**config.mk**
```make
export PLATFORM = sky130hd
export DESIGN_NAME = mem_access_stage_flat
export DESIGN_NICKNAME = d
export VERILOG_FILES = /design/src/rtl/pipeline_pkg.sv /design/src/rtl/mem_access_stage_if.sv /design/src/rtl/mem_access_stage_memwb.sv /design/src/rtl/mem_access_stage.sv /design/src/flat_wrapper.sv
export SDC_FILE = /design/constraint.sdc
export NUM_CORES = 1
export LEC_CHECK = 0
export CAP_MARGIN = 20
export CORE_MARGIN = 2
export CORE_UTILIZATION = 45
export CTS_CLUSTER_DIAMETER = 100
export DETAILED_ROUTE_END_ITERATION = 8
export PLACE_DENSITY = 0.82
export SLEW_MARGIN = 20
export SYNTH_ARGS = -nofsm -noshare
export SYNTH_HDL_FRONTEND = slang
export SYNTH_SLANG_ARGS = --single-unit
```
**constraint.sdc**
```tcl
create_clock -name clk -period 3 [get_ports clk]
set_clock_uncertainty 0.15 [all_clocks]
set_input_delay 0.3 -clock clk [delete_from_list [all_inputs] [get_ports clk]]
set_output_delay 0.3 -clock clk [all_outputs]
set_load 0.005 [all_outputs]
```
**src/rtl/pipeline_pkg.sv**
```systemverilog
// Shared pipeline definitions: FSM states, WB/M control bit positions, bubble code.
package pipeline_pkg;
  typedef enum logic {IDLE = 1'b0, BUSY = 1'b1} state_t;

  localparam int WB_REGWRITE = 1;
  localparam int WB_MEMTOREG = 0;
  localparam int M_MEMREAD   = 1;
  localparam int M_MEMWRITE  = 0;

  localparam logic [1:0] BUBBLE_WB = 2'b00;
endpackage

```
**src/rtl/mem_access_stage_if.sv**
```systemverilog
// Data-memory valid/ready bus; the pipeline stage is master, the memory is slave.
interface mem_access_stage_if;
  logic        dmem_req;
  logic        dmem_we;
  logic [31:0] dmem_addr;
  logic [31:0] dmem_wdata;
  logic        dmem_ready;
  logic [31:0] dmem_rdata;

  modport master (output dmem_req, dmem_we, dmem_addr, dmem_wdata,
                  input  dmem_ready, dmem_rdata);
  modport slave  (input  dmem_req, dmem_we, dmem_addr, dmem_wdata,
                  output dmem_ready, dmem_rdata);
endinterface

```
**src/rtl/mem_access_stage_memwb.sv**
```systemverilog
// MEM/WB pipeline register. Bubble clears only the WB control; data fields hold.
module memwb_reg
  import pipeline_pkg::*;
(
  input  logic        clk,
  input  logic        rst_n,
  input  logic        i_load,
  input  logic        i_bubble,
  input  logic        i_rd_load,
  input  logic [1:0]  i_wb,
  input  logic [31:0] i_alu,
  input  logic [4:0]  i_regd,
  input  logic [31:0] i_rdata,
  output logic [1:0]  o_wb,
  output logic [31:0] o_alu,
  output logic [4:0]  o_regd,
  output logic [31:0] o_rdata
);
  always_ff @(posedge clk or negedge rst_n) begin
    if (!rst_n) begin
      o_wb    <= BUBBLE_WB;
      o_alu   <= '0;
      o_regd  <= '0;
      o_rdata <= '0;
    end else begin
      if (i_bubble) begin
        o_wb <= BUBBLE_WB;
      end else if (i_load) begin
        o_wb   <= i_wb;
        o_alu  <= i_alu;
        o_regd <= i_regd;
      end
      if (i_rd_load) o_rdata <= i_rdata;
    end
  end
endmodule

```
**src/rtl/mem_access_stage.sv**
```systemverilog
// Memory-access stage: issues one registered dmem request per load/store,
// stalls upstream while it is outstanding, and fills MEM/WB toward write-back.
module mem_access_stage
  import pipeline_pkg::*;
#(
  parameter int TIMEOUT_CYCLES = 255,
  parameter int TIMEOUT_W      = 8
) (
  input  logic                clk,
  input  logic                reset_in,
  input  logic [1:0]          WB_in,
  input  logic [1:0]          M_in,
  input  logic [31:0]         ALUData_in,
  input  logic [31:0]         WriteData_in,
  input  logic [4:0]          Regd_in,
  mem_access_stage_if.master  dmem,
  output logic                stall_out,
  output logic [1:0]          WB_out,
  output logic [31:0]         ReadData_out,
  output logic [31:0]         ALUData_out,
  output logic [4:0]          Regd_out,
  output logic                align_err_out,
  output logic                bus_err_out
);
  state_t                 r_state, w_next_state;
  logic [TIMEOUT_W-1:0]   r_cnt;
  logic [1:0]             r_wb;
  logic [4:0]             r_regd;
  logic                   r_req, r_we;
  logic [31:0]            r_addr, r_wdata;
  logic                   r_align_err, r_bus_err;

  logic        w_memop, w_illegal, w_issue, w_timeout, w_stall;
  logic        w_load, w_bubble, w_rd_load;
  logic [1:0]  w_wb_d;
  logic [31:0] w_alu_d;
  logic [4:0]  w_regd_d;

  assign w_memop   = M_in[M_MEMREAD] | M_in[M_MEMWRITE];
  assign w_illegal = (M_in == 2'b11) | (w_memop & (ALUData_in[1:0] != 2'b00));
  assign w_issue   = (r_state == IDLE) & w_memop & ~w_illegal;
  assign w_timeout = (r_state == BUSY) & ~dmem.dmem_ready &
                     (r_cnt == TIMEOUT_W'(TIMEOUT_CYCLES - 1));

  always_comb begin
    w_next_state = r_state;
    w_stall      = 1'b0;
    w_load       = 1'b0;
    w_bubble     = 1'b0;
    w_rd_load    = 1'b0;
    w_wb_d       = WB_in;
    w_alu_d      = ALUData_in;
    w_regd_d     = Regd_in;
    case (r_state)
      IDLE: begin
        if (w_illegal) begin
          w_bubble = 1'b1;
        end else if (w_memop) begin
          w_stall      = 1'b1;
          w_bubble     = 1'b1;
          w_next_state = BUSY;
        end else begin
          w_load = 1'b1;
        end
      end
      BUSY: begin
        // Ready on the final timeout cycle still counts as a normal completion.
        if (dmem.dmem_ready) begin
          w_load       = 1'b1;
          w_rd_load    = ~r_we;
          w_wb_d       = r_wb;
          w_alu_d      = r_addr;
          w_regd_d     = r_regd;
          w_next_state = IDLE;
        end else if (w_timeout) begin
          w_bubble     = 1'b1;
          w_next_state = IDLE;
        end else begin
          w_stall = 1'b1;
        end
      end
      default: w_next_state = IDLE;
    endcase
  end

  // Stall is combinational from state; force it low while reset is held.
  assign stall_out = w_stall & reset_in;

  always_ff @(posedge clk or negedge reset_in) begin
    if (!reset_in) r_state <= IDLE;
    else           r_state <= w_next_state;
  end

  always_ff @(posedge clk or negedge reset_in) begin
    if (!reset_in) begin
      r_cnt       <= '0;
      r_wb        <= BUBBLE_WB;
      r_regd      <= '0;
      r_req       <= 1'b0;
      r_we        <= 1'b0;
      r_addr      <= '0;
      r_wdata     <= '0;
      r_align_err <= 1'b0;
      r_bus_err   <= 1'b0;
    end else begin
      r_align_err <= (r_state == IDLE) & w_illegal;
      r_bus_err   <= w_timeout;
      if (w_issue) begin
        r_cnt   <= '0;
        r_wb    <= WB_in;
        r_regd  <= Regd_in;
        r_req   <= 1'b1;
        r_we    <= M_in[M_MEMWRITE];
        r_addr  <= ALUData_in;
        r_wdata <= WriteData_in;
      end else if (r_state == BUSY) begin
        if (dmem.dmem_ready || w_timeout) r_req <= 1'b0;
        else                              r_cnt <= r_cnt + 1'b1;
      end
    end
  end

  assign dmem.dmem_req   = r_req;
  assign dmem.dmem_we    = r_we;
  assign dmem.dmem_addr  = r_addr;
  assign dmem.dmem_wdata = r_wdata;
  assign align_err_out   = r_align_err;
  assign bus_err_out     = r_bus_err;

  memwb_reg u_memwb (
    .clk       (clk),
    .rst_n     (reset_in),
    .i_load    (w_load),
    .i_bubble  (w_bubble),
    .i_rd_load (w_rd_load),
    .i_wb      (w_wb_d),
    .i_alu     (w_alu_d),
    .i_regd    (w_regd_d),
    .i_rdata   (dmem.dmem_rdata),
    .o_wb      (WB_out),
    .o_alu     (ALUData_out),
    .o_regd    (Regd_out),
    .o_rdata   (ReadData_out)
  );
endmodule

```
**src/flat_wrapper.sv**
```systemverilog
// flat-port wrapper written by rule: the top's interface ports become plain ports
module mem_access_stage_flat import pipeline_pkg::*;
#(
  parameter int TIMEOUT_CYCLES = 255,
  parameter int TIMEOUT_W      = 8
)
  (clk, reset_in, WB_in, M_in, ALUData_in, WriteData_in, Regd_in, stall_out, WB_out, ReadData_out, ALUData_out, Regd_out, align_err_out, bus_err_out, dmem_dmem_req, dmem_dmem_we, dmem_dmem_addr, dmem_dmem_wdata, dmem_dmem_ready, dmem_dmem_rdata);
  mem_access_stage_if dmem_i ();
  input  logic clk;
  input  logic reset_in;
  input  logic [1:0] WB_in;
  input  logic [1:0] M_in;
  input  logic [31:0] ALUData_in;
  input  logic [31:0] WriteData_in;
  input  logic [4:0] Regd_in;
  output logic stall_out;
  output logic [1:0] WB_out;
  output logic [31:0] ReadData_out;
  output logic [31:0] ALUData_out;
  output logic [4:0] Regd_out;
  output logic align_err_out;
  output logic bus_err_out;
  output wire logic [$bits(dmem_i.dmem_req)-1:0] dmem_dmem_req;
  output wire logic [$bits(dmem_i.dmem_we)-1:0] dmem_dmem_we;
  output wire logic [$bits(dmem_i.dmem_addr)-1:0] dmem_dmem_addr;
  output wire logic [$bits(dmem_i.dmem_wdata)-1:0] dmem_dmem_wdata;
  input wire logic [$bits(dmem_i.dmem_ready)-1:0] dmem_dmem_ready;
  input wire logic [$bits(dmem_i.dmem_rdata)-1:0] dmem_dmem_rdata;
  assign dmem_dmem_req = dmem_i.dmem_req;
  assign dmem_dmem_we = dmem_i.dmem_we;
  assign dmem_dmem_addr = dmem_i.dmem_addr;
  assign dmem_dmem_wdata = dmem_i.dmem_wdata;
  assign dmem_i.dmem_ready = dmem_dmem_ready;
  assign dmem_i.dmem_rdata = dmem_dmem_rdata;
  mem_access_stage #(.TIMEOUT_CYCLES(TIMEOUT_CYCLES), .TIMEOUT_W(TIMEOUT_W)) u_core (.clk(clk), .reset_in(reset_in), .WB_in(WB_in), .M_in(M_in), .ALUData_in(ALUData_in), .WriteData_in(WriteData_in), .Regd_in(Regd_in), .dmem(dmem_i), .stall_out(stall_out), .WB_out(WB_out), .ReadData_out(ReadData_out), .ALUData_out(ALUData_out), .Regd_out(Regd_out), .align_err_out(align_err_out), .bus_err_out(bus_err_out));
endmodule
```
# Word level (Yosys, flattened, before mapping)
# Index checks and enable logic that the tools add are counted.
[op_classes] mux=29 n_reduce_logical=8 add_sub_neg=1 eq_ne=3 n_bitwise=14
[op_table] op="two-way mux 32 bit" n=2
[op_table] op="two-way mux 8 bit" n=3
[op_table] op="two-way mux 1 bit" n=15
[op_table] op="two-way mux 5 bit" n=2
[op_table] op="adder 8 x 1 -> 8 bit, second input constant" n=1
[op_table] op="== test 8 bit, second input constant" n=1
[op_table] op="two-way mux 2 bit" n=4
[op_table] op="nonzero test 2 bit" n=4
[op_table] op="bitwise AND 1 bit" n=7
[op_table] op="one-hot mux 1 bit (2 select lines)" n=3
[op_table] op="AND reduction 2 bit" n=3
[op_table] op="inverter 1 bit" n=5
[op_table] op="== test 2 bit, second input constant" n=1
[op_table] op="inequality test 2 x 1 -> 1 bit, second input constant" n=1
[op_table] op="OR 1 bit" n=2
[op_table] op="logical OR 1 bit" n=1
[word_totals] register_bits=155 word_cells=69 in_bits=108 out_inout_bits=140

# Longest topological paths before layout
# Gate-level depths: netlist (run 1).
[depth] depth_word=8 depth_mapped=7 ltp_nobuf=6

# Hierarchy
# From an unflattened synthesis (run 1), not the netlist that was laid out.
[hier_totals] hier_cells=420 area_unflattened_um2=6791.5
[by_module_without_submodules] module="mem_access_stage" n_inst=1 seq_area_each_um2=2102.0 area_each_um2=3977.6 cells_each=267
[by_module_without_submodules] module="memwb_reg" n_inst=1 seq_area_each_um2=1776.7 area_each_um2=2813.9 cells_each=153

# Worst setup path before layout (run 1)
# OpenSTA, ideal clock, no wires.
[synth_path] path_kind="reg2out" from="register u_core.r_state" to="output stall_out" n_path_buf=2 slack_ns=1.093 required_ns=2.550 t_arrival_ns=1.457 path_stages_with_launch=6 path_cell_list="dfrtp_1 -> buf_2 -> or4_4 -> buf_6 -> nand2_1 -> and2_1"
[synth_via] elab_chain_cells=6 word_cells_on_any_way=7 cone_classes="mux: 3; bitwise: 4"
[synth_rtl] item="from (decl)" line="mem_access_stage.sv:25" source="state_t r_state, w_next_state;"
[synth_rtl] item="from (signal assigned)" line="mem_access_stage.sv:91" source="else r_state <= w_next_state;"
[synth_rtl] item="bitwise AND 1 bit (2 in a row)" line="mem_access_stage.sv:42" source="assign w_timeout = (r_state == BUSY) & ~dmem.dmem_ready &"
[synth_rtl] item="two-way mux 1 bit (2 in a row)"
[synth_rtl] item="one-hot mux 1 bit (2 select lines) *"
[synth_rtl] item="named net u_core.w_next_state" line="mem_access_stage.sv:25"
[synth_rtl] item="bitwise AND 1 bit *" line="mem_access_stage.sv:87" source="assign stall_out = w_stall & reset_in;"
[synth_rtl] item="to (decl)" line="flat_wrapper.sv:16" source="output logic stall_out;"
# Mark *: on every way through the listed nets, which the timed path passes. The rest lies on a longest branch.

# Worst setup path in the final report (run 1)
[layout_path] from="register u_core.r_cnt[0]" to="output stall_out"
[layout_via] elab_chain_cells=6
[layout_rtl] item="from (decl)" line="mem_access_stage.sv:26" source="logic [TIMEOUT_W-1:0] r_cnt;"
[layout_rtl] item="from (signal assigned)" line="mem_access_stage.sv:118" source="else r_cnt <= r_cnt + 1'b1;"
[layout_rtl] item="== test 8 bit" line="mem_access_stage.sv:43" source="(r_cnt == TIMEOUT_W'(TIMEOUT_CYCLES - 1));"
[layout_rtl] item="bitwise AND 1 bit" line="mem_access_stage.sv:42"
[layout_rtl] item="two-way mux 1 bit (2 in a row)"
[layout_rtl] item="one-hot mux 1 bit (2 select lines)"
[layout_rtl] item="named net u_core.w_next_state" line="mem_access_stage.sv:25"
[layout_rtl] item="bitwise AND 1 bit" line="mem_access_stage.sv:87"
# The timed path passes the listed nets, and every way through them passes these cells.

==> results of run 1 <==
Yosys cell counts (2+ instances only):
cell and instances:
xor2_1 2, buf_2 16, mux2_2 20, o211ai_1 2
mux2i_1 39, ha_1 2, buf_4 5, nor3_1 2
a21oi_1 41, a21o_1 2, and2_1 3, mux2_1 12
dfrtp_1 155, nor2_1 44, o21ai_0 3, inv_1 3
a311oi_1 2, or3_1 2, nand3_1 4, o31ai_1 3
clkbuf_1 7, xnor2_1 2, buf_6 6, nand2_1 216
critical path, stage by stage (launching register included):
cell and delay [ps]:
dfrtp_1 410, inv_1 100, ha_1 160, nand3_1 220, o21bai_4 220, nand2_1 100
and2_1 160, clkdlybuf4s50_1 460
metrics by stage:
step	area (um^2)	hold slack, ps	setup slack (ps)	total power, uW	cells
final	9510	264	310	7120	1040
after global routing	9510	255	142	7540	1040
after CTS	9500	243	156	7200	1039
after detailed placement	8930	312	349	5130	1006
after global placement	8930	306	385	5030	1006
after floorplan	6350	-146	1090	3660	605
cell type report:
cell class | count | share of cell area (%)
multi-input cells | 412 | 23.8
clock inverters | 11 | 1.29
flip-flops and latches | 155 | 40.8
repair buffers | 258 | 27.0
inverters | 3 | 0.118
well taps | 180 | 2.37
clock buffers | 21 | 4.63
layout by cell type, fill, tap and decap left out, types with 2 or more instances in the layout:
master	n
nor2_1	44
xor2_1	2
clkdlybuf4s50_1	246
nand3_1	4
o211ai_1	2
bufinv_16	2
clkinvlp_4	4
nor3_1	2
mux2i_1	39
clkbuf_16	17
clkinv_4	2
or3_1	2
ha_1	2
a311oi_1	2
a21oi_1	41
buf_4	9
xnor2_1	2
mux2_2	20
dfrtp_1	155
o31ai_1	3
and2_1	3
mux2_1	12
clkinv_2	3
inv_1	3
o21ai_0	3
clkbuf_1	4
nand2_1	215
worst paths after layout:
check	start	endpoint	slack (ps)	depth (start not counted)
worst max register to register	u_core.r_cnt[0]	u_core.r_cnt[7]	930	7
max in group asynchronous	reset_in	u_core.dmem.dmem_wdata[30]	1530	3
worst max-delay path	u_core.r_cnt[0]	stall_out	310	7
min in group asynchronous	reset_in	u_core.dmem.dmem_addr[28]	350	3
worst min-delay path	WriteData_in[14]	u_core.dmem.dmem_wdata[14]	260	3
worst min register to register	u_core.dmem.dmem_wdata[21]	u_core.dmem.dmem_wdata[21]	320	2
timing repair:
| item | 4_1_cts | 5_1_grt |
|---|---|---|
| buffers inserted | 0 | 1 |
| hold buffers | 1 | 0 |
| endpoints found under the setup margin | 0 | 1 |
| hold endpoints to repair | 155 | 0 |
flip-flops by register name (all words and copies together) (netlist names):
signal and cells:
u_core.dmem.dmem_req 1, u_core.r_wb 2, u_core.dmem.dmem_addr 32, u_core.align_err_out 1, u_core.dmem.dmem_we 1, u_core.r_regd 5, u_core.r_state 1, u_core.bus_err_out 1
u_core.u_memwb.o_rdata 32, u_core.u_memwb.o_regd 5, u_core.u_memwb.o_wb 2, u_core.dmem.dmem_wdata 32, u_core.r_cnt 8, u_core.u_memwb.o_alu 32
cell families (layout without fill, tap and decap cells):
group / count (synthesis) / after routing / share of synthesized area, %
adders and majority gates: 2 / 2 / 0.394
DFF: 155 / 155 / 61.1
xor gates and xnor gates: 4 / 4 / 0.552
muxes: 71 / 71 / 11.8
buffers and inverters: 38 / 293 / 3.57
and+or+nand+nor: 281 / 281 / 17.7
AOI/OAI and AO/OA: 54 / 54 / 4.86
power groups by stage:
stage          sequential, uW  combinational, uW  clock (uW)
6_report                 3000               2080        2040
5_1_grt                  3070               2290        2180
4_1_cts                  3000               2110        2080
3_5_place_dp             3030               2100           0
3_3_place_gp             2980               2050           0
2_1_floorplan            3030                625           0
metal layers:
metal	track usage, %	wire (um)
met1	26.0	6440
met2	38.1	8290
met3	9.39	1790
met4	7.61	251
met5	0	0
==> results.cfg, run 1 <==
[status]
outcome = complete, no violations

[floorplanning]
dieArea_mm2 = 0.0151
initial_core_util_pct = 45.9
boundaryPins = 248
rows = 43
die_x_um = 123
die_height_um = 123
core_region_area_mm2 = 0.0138

[synthesis]
synth_nets = 715
synthArstFlopShare_pct = 100
yosysWarnings = 0
syn_area_per_cell_um2 = 10.5
yosysTopAreaCellShare_pct = 61.1
syn_area_mm2 = 0.00635
yosysTopAreaCell = dfrtp_1
netlist_instances = 605
synthTopCellsByArea = dfrtp_1 (61%), nand2_1 (13%), mux2i_1 (6.1%), mux2_2 (3.5%), a21oi_1 (3.2%)
yosysUniqueCellTypes = 36
yosysSeqAreaShare_pct = 61.1
ys_seq_elements = 155
synth_edf_count = 0
synth-main-ff-cell = dfrtp_1

[cts]
htree_num_levels = 4
tritoncts = built
clock_path_buffers = 2
cts-buffers-inserted = 17
clock-sinks = 155
path_clk_slew_ps = 60
worstSkewPairLatency_ps = 410
cts_root_buf = clkbuf_16
cts.repair.resized = 0

[finish]
n_fill_cell = 1006
final_nets = 957
register_area_mm2 = 0.00388
final_util_pct = 68.8
num_antenna_cells = 0
drive_above_1_share_pct = 7.56
area_growth_syn_to_layout_pct = 49.7
multi_input_area_mm2 = 0.00226

[drt]
via_count = 5163
first_pass_iters = 5
drc = 0
via_per_inst = 4.96
drtIter0Drc = 314
wl_um = 16800
wl_per_cell_um = 16.1
antenna_left = 0

[timing]
finalHoldViolCount = 0
tightest_slew_ps = 957
rsz0062_at_grt = false
slew_viol_final = 0
fin_crit_sh_pct = 89.7
slew-limit-headroom_pct = 36.2
fmax_mhz = 372
min_period_ps = 2690
finalSetupTns_ps = 0
finalSetupViolations = 0

[placed_design]
hpwl_um = 11800
routabilityCongestion = 0.791
place.port_buffers = 247

[power]
pwr-share-seq_pct = 42.1
ir_drop_mv = 0.369
switching_power_uw = 1910
p_comb_share_pct = 29.3
p_int_uw = 5210
leakage_uw = 0.00452
clkPwrFrac_pct = 28.7
pwr_density_cell_mw_per_mm2 = 749
p_sw_share_pct = 26.9

[grt]
grtUsageTotal_pct = 22.6
grt_max_degree = 156
first_global_vias = 5245
grt_antenna_before_repair = 0
overflow = 0
grt_pass1_wl_um = 26200

[critical_path]
cp.required_ps = 2550
path_max_fanout = 6
end_kind = output pin
criticalPathCategory = reg2out
cp_data_arrival_time_ps = 2240
crit_path_start_kind = flip-flop

[min_path]
holdCritPathClass = in2reg

[job]
cap_violations = 0
Power figures use the tool's default switching activity.
==> run 2, diff against run 1 <==
CORE_UTILIZATION = 25   (was 45)
PLACE_DENSITY = not set   (was 0.82)
==> run 2 against run 1 <==
Sequential cell count unchanged. Die area grew 77%. Global-route usage shrank 9.0 points. Total power grew 3.0%. Clock power increased by 12%. Non-clock buffer count up 3. First-iteration DRC count decreased by 4.5%.
==> results.cfg, run 2 (same netlist as run 1, synthesis figures left out) <==
[status]
outcome = complete, no violations

[timing]
slew-limit-headroom_pct = 43.4
fmax_mhz = 363
finalSetupTns_ps = 0
rsz0062_at_grt = false
fin_crit_sh_pct = 91.8
min_period_ps = 2750
finalHoldViolCount = 0
slew_viol_final = 0
tightest_slew_ps = 850
finalSetupViolations = 0

[finish]
register_area_mm2 = 0.00388
final-instance-count-excl-fill = 1193
final_common_cell = clkdlybuf4s50_1
final_nets = 960
num_antenna_cells = 0
multi_input_area_mm2 = 0.00226
area_growth_syn_to_layout_pct = 54.4
n_fill_cell = 2484
final_area_mm2 = 0.00981
most-common-layout-cells = clkdlybuf4s50_1 (246), nand2_1 (215), dfrtp_1 (155)
drive_above_1_share_pct = 8.23

[cts]
worstSkewPairLatency_ps = 420
path_clk_slew_ps = 70
tritoncts = built
htree_num_levels = 4
cts.repair.resized = 0
cts_root_buf = clkbuf_16
clock_path_buffers = 2
cts-buffers-inserted = 17
clock-sinks = 155

[floorplanning]
die_height_um = 163
rows = 58
boundaryPins = 248
die_x_um = 163
core_region_area_mm2 = 0.0250
initial_core_util_pct = 25.4
dieArea_mm2 = 0.0267

[drt]
via_per_inst = 4.26
drc = 0
drtIter0Drc = 300
wl_per_cell_um = 15.1
wl_um = 18000
antenna_left = 0
via_count = 5085
first_pass_iters = 4

[critical_path]
worstReg2RegStart = u_core.r_cnt[0]
cp_data_arrival_time_ps = 2300
cp-startpoint = u_core.r_cnt[0]
cp.required_ps = 2550
reg2regPathDepth = 6
path_max_fanout = 10
r2r_slack_ps = 1110
critPathMaxStageDelay_ps = 440
end_kind = output pin
path_delay_family = buffers and inverters
crit_path_start_kind = flip-flop
criticalPathCategory = reg2out
path_depth = 7
r2r_end = u_core.r_cnt[7]
path_cells = inv_1, ha_1, nand3_1, o21bai_4, nand2_1, and2_1, clkdlybuf4s50_1
crit_end = stall_out
path_buf_inv = 2
slowest_stage = clkdlybuf4s50_1

[grt]
grt_antenna_before_repair = 0
overflow = 0
grt_max_degree = 156
first_global_vias = 5085
grt_pass1_wl_um = 28200
grtUsageTotal_pct = 13.7

[job]
cap_violations = 0

[placed_design]
dpl.cell_count = 1160
place.port_buffers = 247
routabilityCongestion = 0.750
dpl_cell_area_mm2 = 0.00918
hpwl_um = 11700

[power]
ir_drop_mv = 0.329
pwr_density_cell_mw_per_mm2 = 748
leakage_uw = 0.00457

[min_path]
holdCritPathClass = in2reg
==> run 2: cell count changes in the layout (fill, tap and decap cells not counted), moves of 3 or more <==
cell,delta
clkinv_2,-3
clkbuf_1,-3
inv_6,+4
buf_12,+3
==> run 2: where the power goes <==
| part | total (uW) | internal, uW | switching (uW) | leakage, uW |
|---|---|---|---|---|
| logic | 2090 | 1340 | 750 | 0.00240 |
| clock network | 2280 | 1330 | 951 | 0.000290 |
| registers | 2960 | 2650 | 311 | 0.00188 |
==> run 2: final cells by class <==
type	instances	share of cell area, %
Multi-Input combinational cell	412	23.0
Sequential cell	155	39.5
Clock buffer	18	4.38
Tap cell	330	4.21
Timing Repair Buffer	261	26.8
Inverter	3	0.115
Clock inverter	14	1.89
==> run 2: worst min-delay path by stage <==
stage / from / endpoint / depth (start not counted)
CTS: WriteData_in[0] / u_core.dmem.dmem_wdata[0] / 3
global route: WriteData_in[6] / u_core.dmem.dmem_wdata[6] / 3
finish: WriteData_in[28] / u_core.dmem.dmem_wdata[28] / 3
floorplan: reset_in / u_core.align_err_out / 0
detailed placement: u_core.dmem.dmem_wdata[30] / u_core.dmem.dmem_wdata[30] / 2
global placement: u_core.dmem.dmem_wdata[24] / u_core.dmem.dmem_wdata[24] / 2
==> run 2: worst register-to-register path, cell delays in order, from the launching register on <==
cell and delay, ps:
dfrtp_1 370, inv_1 80, ha_1 190, nand3_1 220, o21bai_4 150, or4_1 520, a21oi_1 150
==> run 2: timing repair <==
item / CTS / global route
hold endpoints to repair: 155 / 0
hold buffers: 1 / 0
buffers inserted: 0 / 0
==> run 2: layer usage <==
layer | global-route usage [%] | wire length (um) | up-vias
li1 | - | - | 2473
met1 | 17.3 | 7890 | 2406
met2 | 21.7 | 8100 | 195
met3 | 5.38 | 1720 | 11
met4 | 4.02 | 273 | 0
met5 | 0 | 0 | -
==> run 2: stage by stage <==
stage	hold slack [ps]	setup slack, ps	power, uW	utilization, %
floorplan	-146	1090	3660	-
global placement	306	340	5090	36.7
detailed placement	311	346	5120	36.7
CTS	229	216	7470	39.2
global route	251	66.0	7810	39.2
finish	256	247	7330	39.2
==> run 3, diff against run 2 <==
GPL_ROUTABILITY_DRIVEN = 1   (was not set)
==> results of run 3 <==
No change in the layout: final DEF, timing and power equal those of run 2.
